## config.mk

```make
export PLATFORM = sky130hd
export DESIGN_NAME = cordic_vectoring_controller
export DESIGN_NICKNAME = d
export VERILOG_FILES = /design/src/rtl/cordic_vectoring_controller.sv
export SDC_FILE = /design/constraint.sdc
export NUM_CORES = 1
export LEC_CHECK = 0
export CAP_MARGIN = 10
export CORE_UTILIZATION = 37
export DETAILED_ROUTE_END_ITERATION = 12
export PLACE_DENSITY = 0.77
export SLEW_MARGIN = 15
export SYNTH_ARGS = -nofsm -noshare
export SYNTH_HDL_FRONTEND = slang
export SYNTH_SLANG_ARGS = --single-unit
```

## constraint.sdc

```tcl
create_clock -name clk -period 1.45 [get_ports clk]
set_clock_uncertainty 0.05 [all_clocks]
set_input_delay 0.145 -clock clk [delete_from_list [all_inputs] [get_ports clk]]
set_output_delay 0.145 -clock clk [all_outputs]
set_load 0.05 [all_outputs]
```

## src/rtl/cordic_vectoring_controller.sv

```systemverilog
// rtl/cordic_vectoring_controller.sv - sequencing FSM for the CORDIC vectoring-mode datapath
// Loads operands, captures the initial sign of y, then issues ITERATIONS micro-rotations.
module cordic_vectoring_controller #(
  parameter int ITERATIONS     = 16,
  parameter int ADDRESS_LENGTH = 4,
  parameter int SHIFT_LENGTH   = 5
) (
  input  logic                      clk,
  input  logic                      rst,
  input  logic                      start,
  input  logic                      sign_y,
  output logic                      load_x,
  output logic                      load_y,
  output logic                      load_z,
  output logic                      load_d,
  output logic                      load_d0,
  output logic                      clear_z,
  output logic [1:0]                sel_x,
  output logic [1:0]                sel_y,
  output logic [1:0]                sel_z,
  output logic                      alu_op_x,
  output logic                      alu_op_y,
  output logic                      alu_op_z,
  output logic [ADDRESS_LENGTH-1:0] rom_address,
  output logic [SHIFT_LENGTH-1:0]   shift_amount,
  output logic                      busy,
  output logic                      done
);

  localparam int CW = (ITERATIONS > 1) ? $clog2(ITERATIONS) : 1;
  localparam logic [CW-1:0] LAST_ITER = CW'(ITERATIONS - 1);

  typedef enum logic [2:0] {
    S_IDLE,
    S_LOAD,
    S_SIGN,
    S_ITER,
    S_DONE
  } state_t;

  state_t        state_q, state_d;
  logic [CW-1:0] iter_q, iter_d;

  always_ff @(posedge clk or posedge rst) begin
    if (rst) begin
      state_q <= S_IDLE;
      iter_q  <= '0;
    end else begin
      state_q <= state_d;
      iter_q  <= iter_d;
    end
  end

  always_comb begin
    state_d = state_q;
    iter_d  = iter_q;
    case (state_q)
      S_IDLE: if (start) state_d = S_LOAD;
      S_LOAD: begin
        iter_d  = '0;
        state_d = S_SIGN;
      end
      S_SIGN: state_d = S_ITER;
      S_ITER: begin
        // The counter parks on the last index so the final ROM address stays in range.
        if (iter_q == LAST_ITER) state_d = S_DONE;
        else                     iter_d  = iter_q + CW'(1);
      end
      S_DONE: state_d = start ? S_LOAD : S_IDLE;
      default: state_d = S_IDLE;
    endcase
  end

  always_comb begin
    load_x       = 1'b0;
    load_y       = 1'b0;
    load_z       = 1'b0;
    load_d       = 1'b0;
    load_d0      = 1'b0;
    clear_z      = 1'b0;
    sel_x        = 2'b00;
    sel_y        = 2'b00;
    sel_z        = 2'b00;
    alu_op_x     = 1'b0;
    alu_op_y     = 1'b0;
    alu_op_z     = 1'b0;
    rom_address  = '0;
    shift_amount = '0;
    busy         = 1'b0;
    done         = 1'b0;
    case (state_q)
      S_LOAD: begin
        load_x  = 1'b1;
        load_y  = 1'b1;
        clear_z = 1'b1;
        busy    = 1'b1;
      end
      S_SIGN: begin
        load_d0 = 1'b1;
        load_d  = 1'b1;
        busy    = 1'b1;
      end
      S_ITER: begin
        load_x       = 1'b1;
        load_y       = 1'b1;
        load_z       = 1'b1;
        load_d       = 1'b1;
        sel_x        = 2'b10;
        sel_y        = 2'b10;
        sel_z        = 2'b01;
        // Rotation direction follows the live sign of y within the same cycle.
        alu_op_x     = sign_y;
        alu_op_y     = ~sign_y;
        alu_op_z     = sign_y;
        rom_address  = ADDRESS_LENGTH'(iter_q);
        shift_amount = SHIFT_LENGTH'(iter_q);
        busy         = 1'b1;
      end
      S_DONE: done = 1'b1;
      default: ;
    endcase
  end

endmodule

```

==> results.txt, run 1 <==
----------------------------------------------------
[Run status]
  Status ... complete, but fails checks
  Failing checks ... setup timing

[Timing]
  Post-route fraction of the period consumed by the critical path ... 104%
  RSZ-0062 raised after global routing ... true
  Final setup viols ... 11
  Final worst setup slack ... -55.0 ps
  Final min period ... 1500 ps
  Count of final hold-check violations ... 0
  Achievable clock frequency ... 0.664 GHz
  Number of pins exceeding their max-slew limit in the final report ... 0

[Setup path]
  CP Data Required Time ... 1250 ps
  Maximum fanout along the worst path ... 4
  Element type at the critical path end ... output port
  Signal arrival time at the worst endpoint ... 1310 ps
  Critical R2R Launch ... state_q[2]
  Worst setup slack for register-to-register paths ... 30 ps
  Worst reg2reg path endpoint ... iter_q[3]
  Startpoint-to-endpoint class of the critical path ... flip-flop to output port
  Kind of start point of the critical path ... flip-flop
  R2R depth ... 4

[Final layout]
  Most frequent cells in the layout ... sky130_fd_sc_hd__buf_12 (22), sky130_fd_sc_hd__buf_4 (6), sky130_fd_sc_hd__and3_4 (5)
  Post-layout nets ... between 90 and 100
  Most common library cell in the layout ignoring fill and taps ... sky130_fd_sc_hd__buf_12
  Count of filler cells inserted in the layout ... 69
  Area added between synthesis and finish ... 104%
  Proportion of layout cells with a drive suffix above 1 ... 66.3%
  Final cell count without fillers ... 101
  Number of antenna repair diodes ... 0

[Flow run]
  Count of max-cap constraint violations ... 0

[Detailed routing]
  Number of antenna-violating nets in the routed design ... 0
  Number of DRC markers after the initial detailed-route iteration ... 18
  Vias ... between 500 and 600
  Detailed-route wire length per cell ... 14.4 µm
  Via-to-Cell Ratio ... 5.20
  First-pass iteration count of the detailed router ... 4
  DRC errors left ... 0
  Final routed wirelength across all metal layers ... 1460 µm

[Floorplanning]
  Num ports ... 30
  Chip height ... roughly 40 µm
  Core Rows ... 13
  Area enclosed by the die boundary ... 1650 µm²
  Core Area ... 1350 µm²
  Horizontal die dimension ... 40.6 µm
  Initial core utilization ... 40.8%

[Clock network]
  CTS tree ... done
  Clock Sinks ... 7
  Clock transition at the register clock pins on the worst setup and hold paths after CTS ... 50 ps
  Number of buffers inserted by hold repair at cts ... 0
  Number of buffers on the longest clock path ... 2
  Insertion delay to the later sink of the worst-skew pair ... 250 ps
  Cell at the root of the clock tree ... sky130_fd_sc_hd__clkbuf_4
  H-Tree Depth ... 1
  Number of clock buffers inserted by TritonCTS ... 3

[Global route]
  Maximum number of pins on one net before global-route repair ... 10
  Initial antenna violation count ... 0
  Overall track demand over capacity in global routing ... 22.9%
  Global-route wire length before repair ... between 2000 and 2500 µm
  Final global-route overflow total ... 0
  Vias in the first global route ... 527

[Logic synthesis]
  Netlist cell types ... 23
  Area share of the leading cell type in the synthesized netlist ... 31.8%
  Avg Synthesized Cell Area ... ~9.3 µm²
  Synth Warn # ... 0
  Number of enable-type register cells in the synthesized netlist ... 0
  Synth Instances ... 59
  Async set-or-reset flop fraction in the synthesized netlist ... 100%
  Main area contributors after synthesis ... sky130_fd_sc_hd__dfrtp_1 (32%), sky130_fd_sc_hd__buf_4 (18%), sky130_fd_sc_hd__and3_1 (5.7%)
  Post-Syn Area ... 551 µm²
  Cell taking the most area after synthesis ... sky130_fd_sc_hd__dfrtp_1
  Share of the yosys chip area belonging to registers ... a little under a third
  FF+latch count, synth ... 7
  Most instantiated flip-flop cell in the synthesis netlist ... sky130_fd_sc_hd__dfrtp_1

[Placed design]
  Detailed Place HPWL ... 1040 µm
  Input/output buffers ... 25
  Weighted congestion reported at the end of routability-driven placement ... 0.722
  Post-placement cell count ... 91

[Worst hold path]
  Worst Hold Class ... input pin to asynchronous set/reset pin

----------------------------------------------------
==> cells in the mapped netlist (2+ instances only) <==
| cell type | instances |
|---|---|
| sky130_fd_sc_hd__buf_4 | 13 |
| sky130_fd_sc_hd__a21oi_1 | 2 |
| sky130_fd_sc_hd__nor2b_1 | 2 |
| sky130_fd_sc_hd__dfrtp_1 | 7 |
| sky130_fd_sc_hd__nor2_1 | 4 |
| sky130_fd_sc_hd__inv_1 | 6 |
| sky130_fd_sc_hd__nand2_1 | 3 |
| sky130_fd_sc_hd__and3_1 | 5 |
| sky130_fd_sc_hd__mux2i_1 | 3 |
==> worst max-delay path by stage <==
stage / cells after the start / start / end / slack, ps
2_1_floorplan: 3 / state_q[0] / alu_op_z / -230
3_3_place_gp: 3 / state_q[2] / clear_z / 120
3_5_place_dp: 3 / state_q[2] / clear_z / 90
4_1_cts: 3 / state_q[1] / clear_z / -60
5_1_grt: 3 / state_q[0] / shift_amount[0] / -90
6_report: 3 / state_q[2] / clear_z / -50
==> sequential cells by signal, indices dropped and copies added, names as in the netlist <==
name,flops
iter_q,4
state_q,3
==> layout make-up <==
cell class | instances | area [µm²] | share of cell area (%)
clock buffer | 4 | 26.3 | 2.34
inverter | 6 | 28.8 | 2.56
multi-input combinational | 35 | 328 | 29.2
sequential | 7 | 179 | 15.9
tap | 15 | 18.8 | 1.67
timing repair buffer | 34 | 543 | 48.3
==> what timing repair did <==
item / in CTS / in global routing
buffers inserted: 4 / 1
cloned: 0 / 1
endpoints found under the hold margin: 0 / 0
setup endpoints to repair: 20 / 22
pin swaps: 3 / 7
gates resized for setup: 10 / 7
==> critical path: stages, from the launching register on <==
cell and delay [ps]:
sky130_fd_sc_hd__dfrtp_2 440, sky130_fd_sc_hd__or3b_4 420, sky130_fd_sc_hd__inv_2 80, sky130_fd_sc_hd__buf_12 130
==> metrics by stage <==
| stage | TNS [ps] | cell area, µm² | hold WS [ps] | worst slack (ps) | util (%) |
|---|---|---|---|---|---|
| final | -452 | 1120 | 74.5 | -55.0 | 83.2 |
| after global routing | -1130 | 1120 | 91.5 | -91.2 | 83.2 |
| after CTS | -509 | 1090 | 77.8 | -64.0 | 80.4 |
| after detailed placement | 0 | 1000 | 345 | 90.0 | 74.2 |
| after global placement | 0 | 1000 | 338 | 124 | 74.2 |
| after floorplan | -1340 | 604 | -102 | -233 | - |
==> per-layer routing <==
layer | GRT usage, % | share of wire, % | vias to the layer above
met1 | 23.6 | 36 | 256
met4 | 15.0 | 1.2 | 0
met3 | 2.22 | 5.6 | 2
li1 | - | - | 239
met2 | 42.9 | 57 | 28
met5 | 0 | 0 | -
==> logic make-up after synthesis <==
family,count (synthesis),share of synthesized area [%]
DFF,7,31.8
adders and majority gates,1,2.27
AOI/OAI and AO/OA,8,15.7
and+or+nand+nor,19,21.4
other,1,0.681
muxes,3,5.45
buffers and inverters,20,22.7
Power of run 1 is left out: the tool's default activity adds up to more than one toggle a clock period on the data nets, which glitch-free logic cannot reach.
==> run 2, diff against run 1 <==
- CTS_BUF_LIST: default -> sky130_fd_sc_hd__clkbuf_16
==> results.txt, run 2 (synthesis gave the netlist of run 1 again) <==
----------------------------------------------------
[Clock network]
  Number of buffers on the longest clock path ... 2 (unchanged)
  Insertion delay to the later sink of the worst-skew pair ... 230 ps (-20 ps)
  Cell at the root of the clock tree ... sky130_fd_sc_hd__clkbuf_16
  Clock transition at the register clock pins on the worst setup and hold paths after CTS ... 40 ps (about the same)
  H-Tree Depth ... 1 (unchanged)
  Number of clock buffers inserted by TritonCTS ... 3 (unchanged)
  CTS tree ... done
  Clock Sinks ... 7 (unchanged)
  Number of buffers inserted by hold repair at cts ... 0 (unchanged)

[Timing]
  Final min period ... 1480 ps (-23.2 ps)
  Number of pins exceeding their max-slew limit in the final report ... 0 (unchanged)
  RSZ-0062 raised after global routing ... true
  Achievable clock frequency ... 0.675 GHz (+1.6%)
  Final setup viols ... 11 (unchanged)
  Final worst setup slack ... -31.8 ps (+23.2 ps)
  Post-route fraction of the period consumed by the critical path ... 102% (-1.6 points)
  Count of final hold-check violations ... 0 (unchanged)
  Hold Worst Slack ... 101 ps (+26.5 ps)

[Setup path]
  Element type at the critical path end ... output port
  Worst reg2reg path endpoint ... iter_q[3]
  Kind of start point of the critical path ... flip-flop
  Signal arrival time at the worst endpoint ... 1290 ps (-20 ps)
  Startpoint-to-endpoint class of the critical path ... flip-flop to output port
  Worst setup slack for register-to-register paths ... 60 ps (+30 ps)
  CP Data Required Time ... 1250 ps (about the same)
  R2R depth ... 4 (unchanged)
  Critical R2R Launch ... state_q[2]
  Maximum fanout along the worst path ... 4 (unchanged)

[Detailed routing]
  Final routed wirelength across all metal layers ... 1570 µm (+7.7%)
  DRC errors left ... 0 (unchanged)
  Detailed-route wire length per cell ... 15.7 µm (+8.8%)
  First-pass iteration count of the detailed router ... 3 (-1)
  Number of DRC markers after the initial detailed-route iteration ... 3 (-15)
  Via-to-Cell Ratio ... 4.93 (-5.2%)
  Number of antenna-violating nets in the routed design ... 0 (unchanged)
  Vias ... 493 (-6.1%)

[Final layout]
  Most common library cell in the layout ignoring fill and taps ... sky130_fd_sc_hd__buf_12
  Biggest regs ... iter_q x4, state_q x3
  Proportion of layout cells with a drive suffix above 1 ... 63.5% (-2.7 points)
  Number of antenna repair diodes ... 0 (unchanged)
  Number of flip-flops in the largest register ... 4 (unchanged)
  Sequential cell area ... 179 µm² (unchanged)
  Final cell count without fillers ... 100 (-0.99%)
  Most frequent cells in the layout ... sky130_fd_sc_hd__buf_12 (22), sky130_fd_sc_hd__buf_4 (8), sky130_fd_sc_hd__inv_1 (5), sky130_fd_sc_hd__and3_4 (5)
  Area added between synthesis and finish ... 110%
  Post-layout nets ... 91 (-1.1%)
  Post-route cell area ... 1150 µm² (+2.7%)
  Top reg by flops ... iter_q
  Count of filler cells inserted in the layout ... 63 (-8.7%)
  Multi-input logic area ... 320 µm² (-2.3%)

[Flow run]
  Count of max-cap constraint violations ... 0 (unchanged)

[Global route]
  Final global-route overflow total ... 0 (unchanged)
  Initial antenna violation count ... 0 (unchanged)
  Overall track demand over capacity in global routing ... 22.4% (-0.50 points)
  Vias in the first global route ... 531 (+0.76%)
  Maximum number of pins on one net before global-route repair ... 10 (unchanged)
  Global-route wire length before repair ... 2310 µm (-2.6%)

[Placed design]
  Setup WS pre-CTS ... 90.0 ps (unchanged)
  Weighted congestion reported at the end of routability-driven placement ... 0.722 (unchanged)
  Detailed Place HPWL ... 1040 µm (unchanged)
  Post-placement cell count ... 91 (unchanged)
  Total placed instance area ... 1000 µm² (unchanged)
  Input/output buffers ... 25 (unchanged)

[Floorplanning]
  Core Rows ... 13 (unchanged)
  Core Area ... 1350 µm² (unchanged)
  Area enclosed by the die boundary ... 1650 µm² (unchanged)
  Horizontal die dimension ... 40.6 µm (unchanged)
  Chip height ... 40.6 µm (unchanged)
  Initial core utilization ... 40.8% (unchanged)
  Num ports ... 30 (unchanged)

[Worst hold path]
  Worst Hold Class ... input pin to asynchronous set/reset pin

[Run status]
  Failing checks ... setup timing
  Status ... complete, but fails checks

----------------------------------------------------
-- run 2: cell type report --
type,instances,area share (%)
Clock buffer,3,6.51
Clock inverter,1,0.325
Inverter,6,2.28
Multi-Input combinational cell,35,27.8
Sequential cell,7,15.5
Tap cell,15,1.63
Timing Repair Buffer,33,46.0
-- run 2: per-stage QoR --
step / utilization (%) / setup TNS, ps
floorplan: - / -1340
global placement: 74.2 / 0
detailed placement: 74.2 / 0
CTS: 84.1 / -92.0
global route: 85.4 / -539
finish: 85.4 / -86.5
-- run 2: what timing repair did --
action,CTS,global route
pin swaps,3,1
buffers inserted,4,1
gates resized for setup,9,2
setup endpoints to repair,20,15
hold endpoints to repair,0,0
-- run 2: worst max-delay path by stage --
stage	endpoint	from	slack (ps)	cells after the start
2_1_floorplan	alu_op_z	state_q[0]	-230	3
4_1_cts	clear_z	state_q[1]	-40	3
5_1_grt	busy	state_q[1]	-70	4
3_5_place_dp	clear_z	state_q[2]	90	3
3_3_place_gp	clear_z	state_q[2]	120	3
6_report	clear_z	state_q[1]	-30	3
-- run 2: routing by layer --
| layer | up-vias | part of all wire [%] | global-route usage [%] |
|---|---|---|---|
| met4 | 0 | 2.4 | 14.2 |
| met5 | - | 0 | 0 |
| met2 | 22 | 57 | 41.3 |
| li1 | 234 | - | - |
| met3 | 4 | 4.2 | 5.00 |
| met1 | 233 | 36 | 22.1 |
-- run 2: worst max-delay path, cell delays in order, from the launching register on --
cell,delay (ps)
sky130_fd_sc_hd__dfrtp_2,430
sky130_fd_sc_hd__or3b_4,420
sky130_fd_sc_hd__inv_2,80
sky130_fd_sc_hd__buf_12,130
Power of run 2 is left out for the same reason.
==> variant 1: new RTL, config.mk and constraints of run 2 <==
Register the output `sel_x`, with the module's reset; this adds one clock of latency there. The other outputs are not delayed to match.
--- a/src/rtl/cordic_vectoring_controller.sv
+++ b/src/rtl/cordic_vectoring_controller.sv
@@ -38,4 +38,6 @@
     S_DONE
   } state_t;
+
+  logic [1:0] sel_x_d;
 
   state_t        state_q, state_d;
@@ -79,5 +81,5 @@
     load_d0      = 1'b0;
     clear_z      = 1'b0;
-    sel_x        = 2'b00;
+    sel_x_d      = 2'b00;
     sel_y        = 2'b00;
     sel_z        = 2'b00;
@@ -106,5 +108,5 @@
         load_z       = 1'b1;
         load_d       = 1'b1;
-        sel_x        = 2'b10;
+        sel_x_d      = 2'b10;
         sel_y        = 2'b10;
         sel_z        = 2'b01;
@@ -122,4 +124,12 @@
   end
 
+  always_ff @(posedge clk or posedge rst) begin
+    if (rst) begin
+      sel_x <= '0;
+    end else begin
+      sel_x <= sel_x_d;
+    end
+  end
+
 endmodule
 
Check against the original RTL: not equivalent (a bounded check fails within 4 cycles, from zero or initial values and one cycle with rst high).
==> variant 1 against run 2 <==
- setup slack improved by 0.033 ns
- synthesized area decreased by 0.23%
- wire length decreased by 12%
- worst hold slack about the same
- final cell count unchanged
- count of clock-buffer cells in the layout unchanged
- die area decreased by 0.22%
- synthesized cell count increased by 3.4%
- sequential share of layout area increased by 2.5 points
- sequential cell count increased by 1
- global-route usage decreased by 1.9 points
- final area decreased by 2.5%
Power is not shown: default switching activity piles up to over one toggle a cycle in this logic, so the estimate is an artifact.
==> variant 1: results (changes against run 2) <==
| Metric | Value |
|---|---|
| Port Buffers | `25 (unchanged)` |
| Skew-Pair Late Insertion Delay | `0.23 ns (about the same)` |
| Seq/Total Area, Yosys | `36.4% (+4.6 points)` |
| Vias in the first global route | `468 (-12%)` |
| R2R Path End | `iter_q[0]` |
| Reg-to-reg slack, setup | `0.06 ns (about the same)` |
| Ratio of cells with drive above 1 in the final layout | `57.6% (-5.9 points)` |
| Synth Area in Compound Gates | `9.11% (-6.6 points)` |
| Synth unique cells | `24 (+4.3%)` |
| Crit-path max FO | `7 (+3)` |
| Top Registers | `iter_q x4, state_q x3, sel_x x1` |
| Final GP Congestion | `0.774 (+7.2%)` |
| DRT Pass-1 Iters | `5 (+2)` |
| Vias per cell | `5.13 (+4.1%)` |
| Pre-CTS setup slack | `0.0656 ns (-0.0245 ns)` |
| Gr usage total | `20.5% (-1.9 points)` |
| Fin worst setup slack | `0.00156 ns (+0.0333 ns)` |
| Final Net Count | `92 (+1.1%)` |
| Hold_ws | `0.101 ns (+0.000112 ns)` |
| Commonest cells post-synth | `12 x buf_4, 8 x dfrtp_1, 6 x and3_1` |
| Adder-cell area share of the yosys netlist | `2.28% (+0.0052 points)` |
| Worst min path class | `in -> async` |
| Slew Limit Fails | `0 (unchanged)` |
| Arr. time, crit path | `1.25 ns (-0.04 ns)` |
| First-pass GRT wire length | `2040 um (-12%)` |
| Run status | `completed` |
| Mux cell area share after synthesis | `3.64% (-1.8 points)` |
| Max reg flops | `4 (unchanged)` |
| DP Wirelength | `907 um (-13%)` |
| Avg Cell Area, Syn | `9.00 um^2 (-3.5%)` |
| Synth top area cells | `dfrtp_1 36%, buf_4 16%, and3_1 6.8%` |
| F_max | `0.690 GHz (+2.3%)` |
| Placed cell areas | `970 um^2 (-3.2%)` |
| Worst R2R Start | `iter_q[0]` |
| Avg WL per Cell | `13.8 um (-12%)` |
| DRT iter0 DRCs | `6 (+3)` |
| Total CTS buffers | `3 (unchanged)` |
| Async SR Flop Fraction | `100% (unchanged)` |
| CTS H-Tree Depth | `1 (unchanged)` |
==> variant 1: final cells by class <==
class / count / area, um^2
clock buffer: 3 / 75.1
fill: 60 / 209
inverter: 5 / 30.0
multi-input combinational: 38 / 295
sequential: 8 / 203
tap: 15 / 18.8
timing repair buffer: 31 / 503
==> variant 1: timing repair <==
action / CTS / global route
endpoints found under the setup margin: 14 / 16
hold endpoints to repair: 0 / 0
resized for setup: 10 / 2
pin swaps: 1 / 0
setup buffers: 4 / 1
==> variant 1: kinds of logic (layout without fill, tap and decap cells) <==
family	count (synthesis)	in the layout
and+or+nand+nor	22	22
DFF	8	8
adders and majority gates	1	1
AOI/OAI and AO/OA	9	9
muxes	2	2
buffers and inverters	18	39
other	1	4
==> variant 1: how the worst max path moves through the flow <==
stage	slack, ns	startpoint	to	cells after the start
4_1_cts	0.0007	iter_q[0]	iter_q[0]	4
3_3_place_gp	0.13	iter_q[0]	iter_q[0]	4
3_5_place_dp	0.07	iter_q[0]	iter_q[1]	4
5_1_grt	-0.04	state_q[2]	rom_address[2]	4
6_report	0.002	state_q[2]	rom_address[2]	4
2_1_floorplan	-0.12	state_q[2]	alu_op_z	4
==> variant 1: critical path, cell delays in order, from the launching register on <==
cell and delay, ns:
dfrtp_1 0.38, nand2b_4 0.19, inv_8 0.08, and3_4 0.23, buf_12 0.14
==> variant 1: layer usage <==
layer  part of all wire (%)  up-vias  GRT usage (%)  wire, um
met4                    4.0        0           20.8        55
li1                       -      237              -         -
met5                      0        -              0         0
met2                     55       30           33.7       758
met1                     35      240           21.8       479
met3                    6.4        6           2.22        89
==> variant 2: new RTL, config.mk and constraints of run 2 <==
Made on the original files. Set the parameter `ITERATIONS` to 8 (it was 16).
--- a/src/rtl/cordic_vectoring_controller.sv
+++ b/src/rtl/cordic_vectoring_controller.sv
@@ -2,5 +2,5 @@
 // Loads operands, captures the initial sign of y, then issues ITERATIONS micro-rotations.
 module cordic_vectoring_controller #(
-  parameter int ITERATIONS     = 16,
+  parameter int ITERATIONS     = 8,
   parameter int ADDRESS_LENGTH = 4,
   parameter int SHIFT_LENGTH   = 5
Formal check against the unedited RTL: same outputs for any inputs over 10 cycles, from zero or initial values and one cycle with rst high; that may be too few to reach the edited logic, so the function may still have changed.
==> variant 2 against run 2 <==
- the flow still finishes with violations (negative setup slack)
- highest routed layer is now met3
- maximum frequency up 0.45%
- via count down 11%
- setup slack better by 0.0066 ns
- sequential cell count down 1
- final cell count down 9.0%
- first-iteration DRC count up 33%
- synthesized area down 11%
- wire length down 25%
- final area down 11%
- die area down 11%
Power is not shown: default switching activity piles up to over one toggle a cycle in this logic, so the estimate is an artifact.
==> variant 2: results (changes against run 2) <==
| Metric | Value |
|---|---|
| Run status | `complete, but fails checks` |
| Failing checks | `negative setup slack` |
| Largest net degree at the start of global routing | `12 (+2)` |
| Crit-path max FO | `4 (unchanged)` |
| Setup violators final | `8 (-3)` |
| Final setup TNS | `-0.102 ns (-0.0154 ns)` |
| CP peak stage delay | `0.39 ns (-0.04 ns)` |
| Async SR Flop Fraction | `100% (unchanged)` |
| Top Registers | `iter_q x3, state_q x3` |
| Ratio of cells with drive above 1 in the final layout | `58.4% (-5.1 points)` |
| Synth top area cells | `dfrtp_1 31%, buf_4 21%, and3_1 6.4%` |
| Met3 GRT Util | `7.56% (+2.6 points)` |
| Vias in the first global route | `377 (-29%)` |
| Met2 usage | `30.9% (-10 points)` |
| Mux cell area share after synthesis | `0% (-5.5 points)` |
| Gr usage total | `18.8% (-3.6 points)` |
| Avg WL per Cell | `13.0 um (-17%)` |
| CTS H-Tree Depth | `1 (unchanged)` |
| First-pass GRT wire length | `1800 um (-22%)` |
| GR Util met1 | `21.5% (-0.65 points)` |
| DP Wirelength | `926 um (-11%)` |
| DRT iter0 DRCs | `4 (+1)` |
| Final GP Congestion | `0.795 (+10%)` |
| Seq/Total Area, Yosys | `30.7% (-1.1 points)` |
| Port Buffers | `23 (-8.0%)` |
| Synth Area in XOR/XNOR | `0% (unchanged)` |
| Fin worst setup slack | `-0.0252 ns (+0.00659 ns)` |
| Vias | `437 (-11%)` |
| CP max stage cell | `dfrtp_1` |
| Synth Area in Compound Gates | `7.93% (-7.8 points)` |
| Clock root cell | `clkbuf_16` |
| Skew-Pair Late Insertion Delay | `0.22 ns` |
| Synth unique cells | `23 (unchanged)` |
| Final Net Count | `85 (-6.6%)` |
| Commonest cells post-synth | `14 x buf_4, 6 x dfrtp_1, 5 x and3_1` |
| Adder-cell area share of the yosys netlist | `5.12% (+2.8 points)` |
[variant 2: changes by cell type in the layout (fill, tap and decap cells not counted), sizes merged, moves of 2 or more]
cell	run 2	this run
a21oi	2	0
and2	1	3
buf	30	26
conb	4	6
inv	6	2
mux2i	3	0
o21ai	0	6
[variant 2: per-layer routing]
layer / share of wire, % / routed length (um)
met3: 8.3 / 98
met4: 0 / 0
met2: 48 / 572
met5: 0 / 0
met1: 43 / 509
[variant 2: stage by stage]
stage	area [um^2]	hold slack (ns)	utilization [%]	instances	setup WS [ns]
floorplan	522	-0.114	-	61	-0.0934
global placement	880	0.328	75.1	85	0.108
detailed placement	880	0.328	75.1	85	0.0254
CTS	1000	0.0936	85.6	90	-0.0310
global route	1020	0.129	87.4	91	-0.0710
finish	1020	0.0941	87.4	91	-0.0252
[variant 2: worst register-to-register path, stage by stage, from the launching register on]
cell	delay [ns]
dfrtp_1	0.39
ha_1	0.21
ha_2	0.19
and2_1	0.18
o21ai_0	0.16
o21ai_1	0.10
[variant 2: worst paths after layout]
kind / slack [ns] / depth (start not counted) / from / end
max: -0.03 / 4 / state_q[2] / shift_amount[2]
min: 0.09 / 2 / rst / iter_q[1]
max reg2reg: 0.03 / 5 / iter_q[0] / iter_q[0]
min reg2reg: 0.51 / 2 / iter_q[2] / iter_q[2]
max in group asynchronous: 1.04 / 2 / rst / state_q[0]
min in group clk: 0.48 / 2 / start / state_q[0]
[variant 2: layout make-up]
class / instances / area [um^2]
Clock buffer: 3 / 75.1
Fill cell: 53 / 148
Inverter: 2 / 10.0
Multi-Input combinational cell: 37 / 274
Sequential cell: 6 / 151
Tap cell: 14 / 17.5
Timing Repair Buffer: 29 / 495
[variant 2: repair_timing]
item | 4_1_cts | 5_1_grt
buffers inserted | 2 | 1
pin swaps | 0 | 1
gates resized for setup | 11 | 4
setup endpoints to repair | 19 | 18
[variant 2: kinds of logic after synthesis]
logic type | after synthesis
simple gates | 22
buf+inv | 18
compound gates | 7
flops | 6
fa+ha+maj | 2
other cells | 1
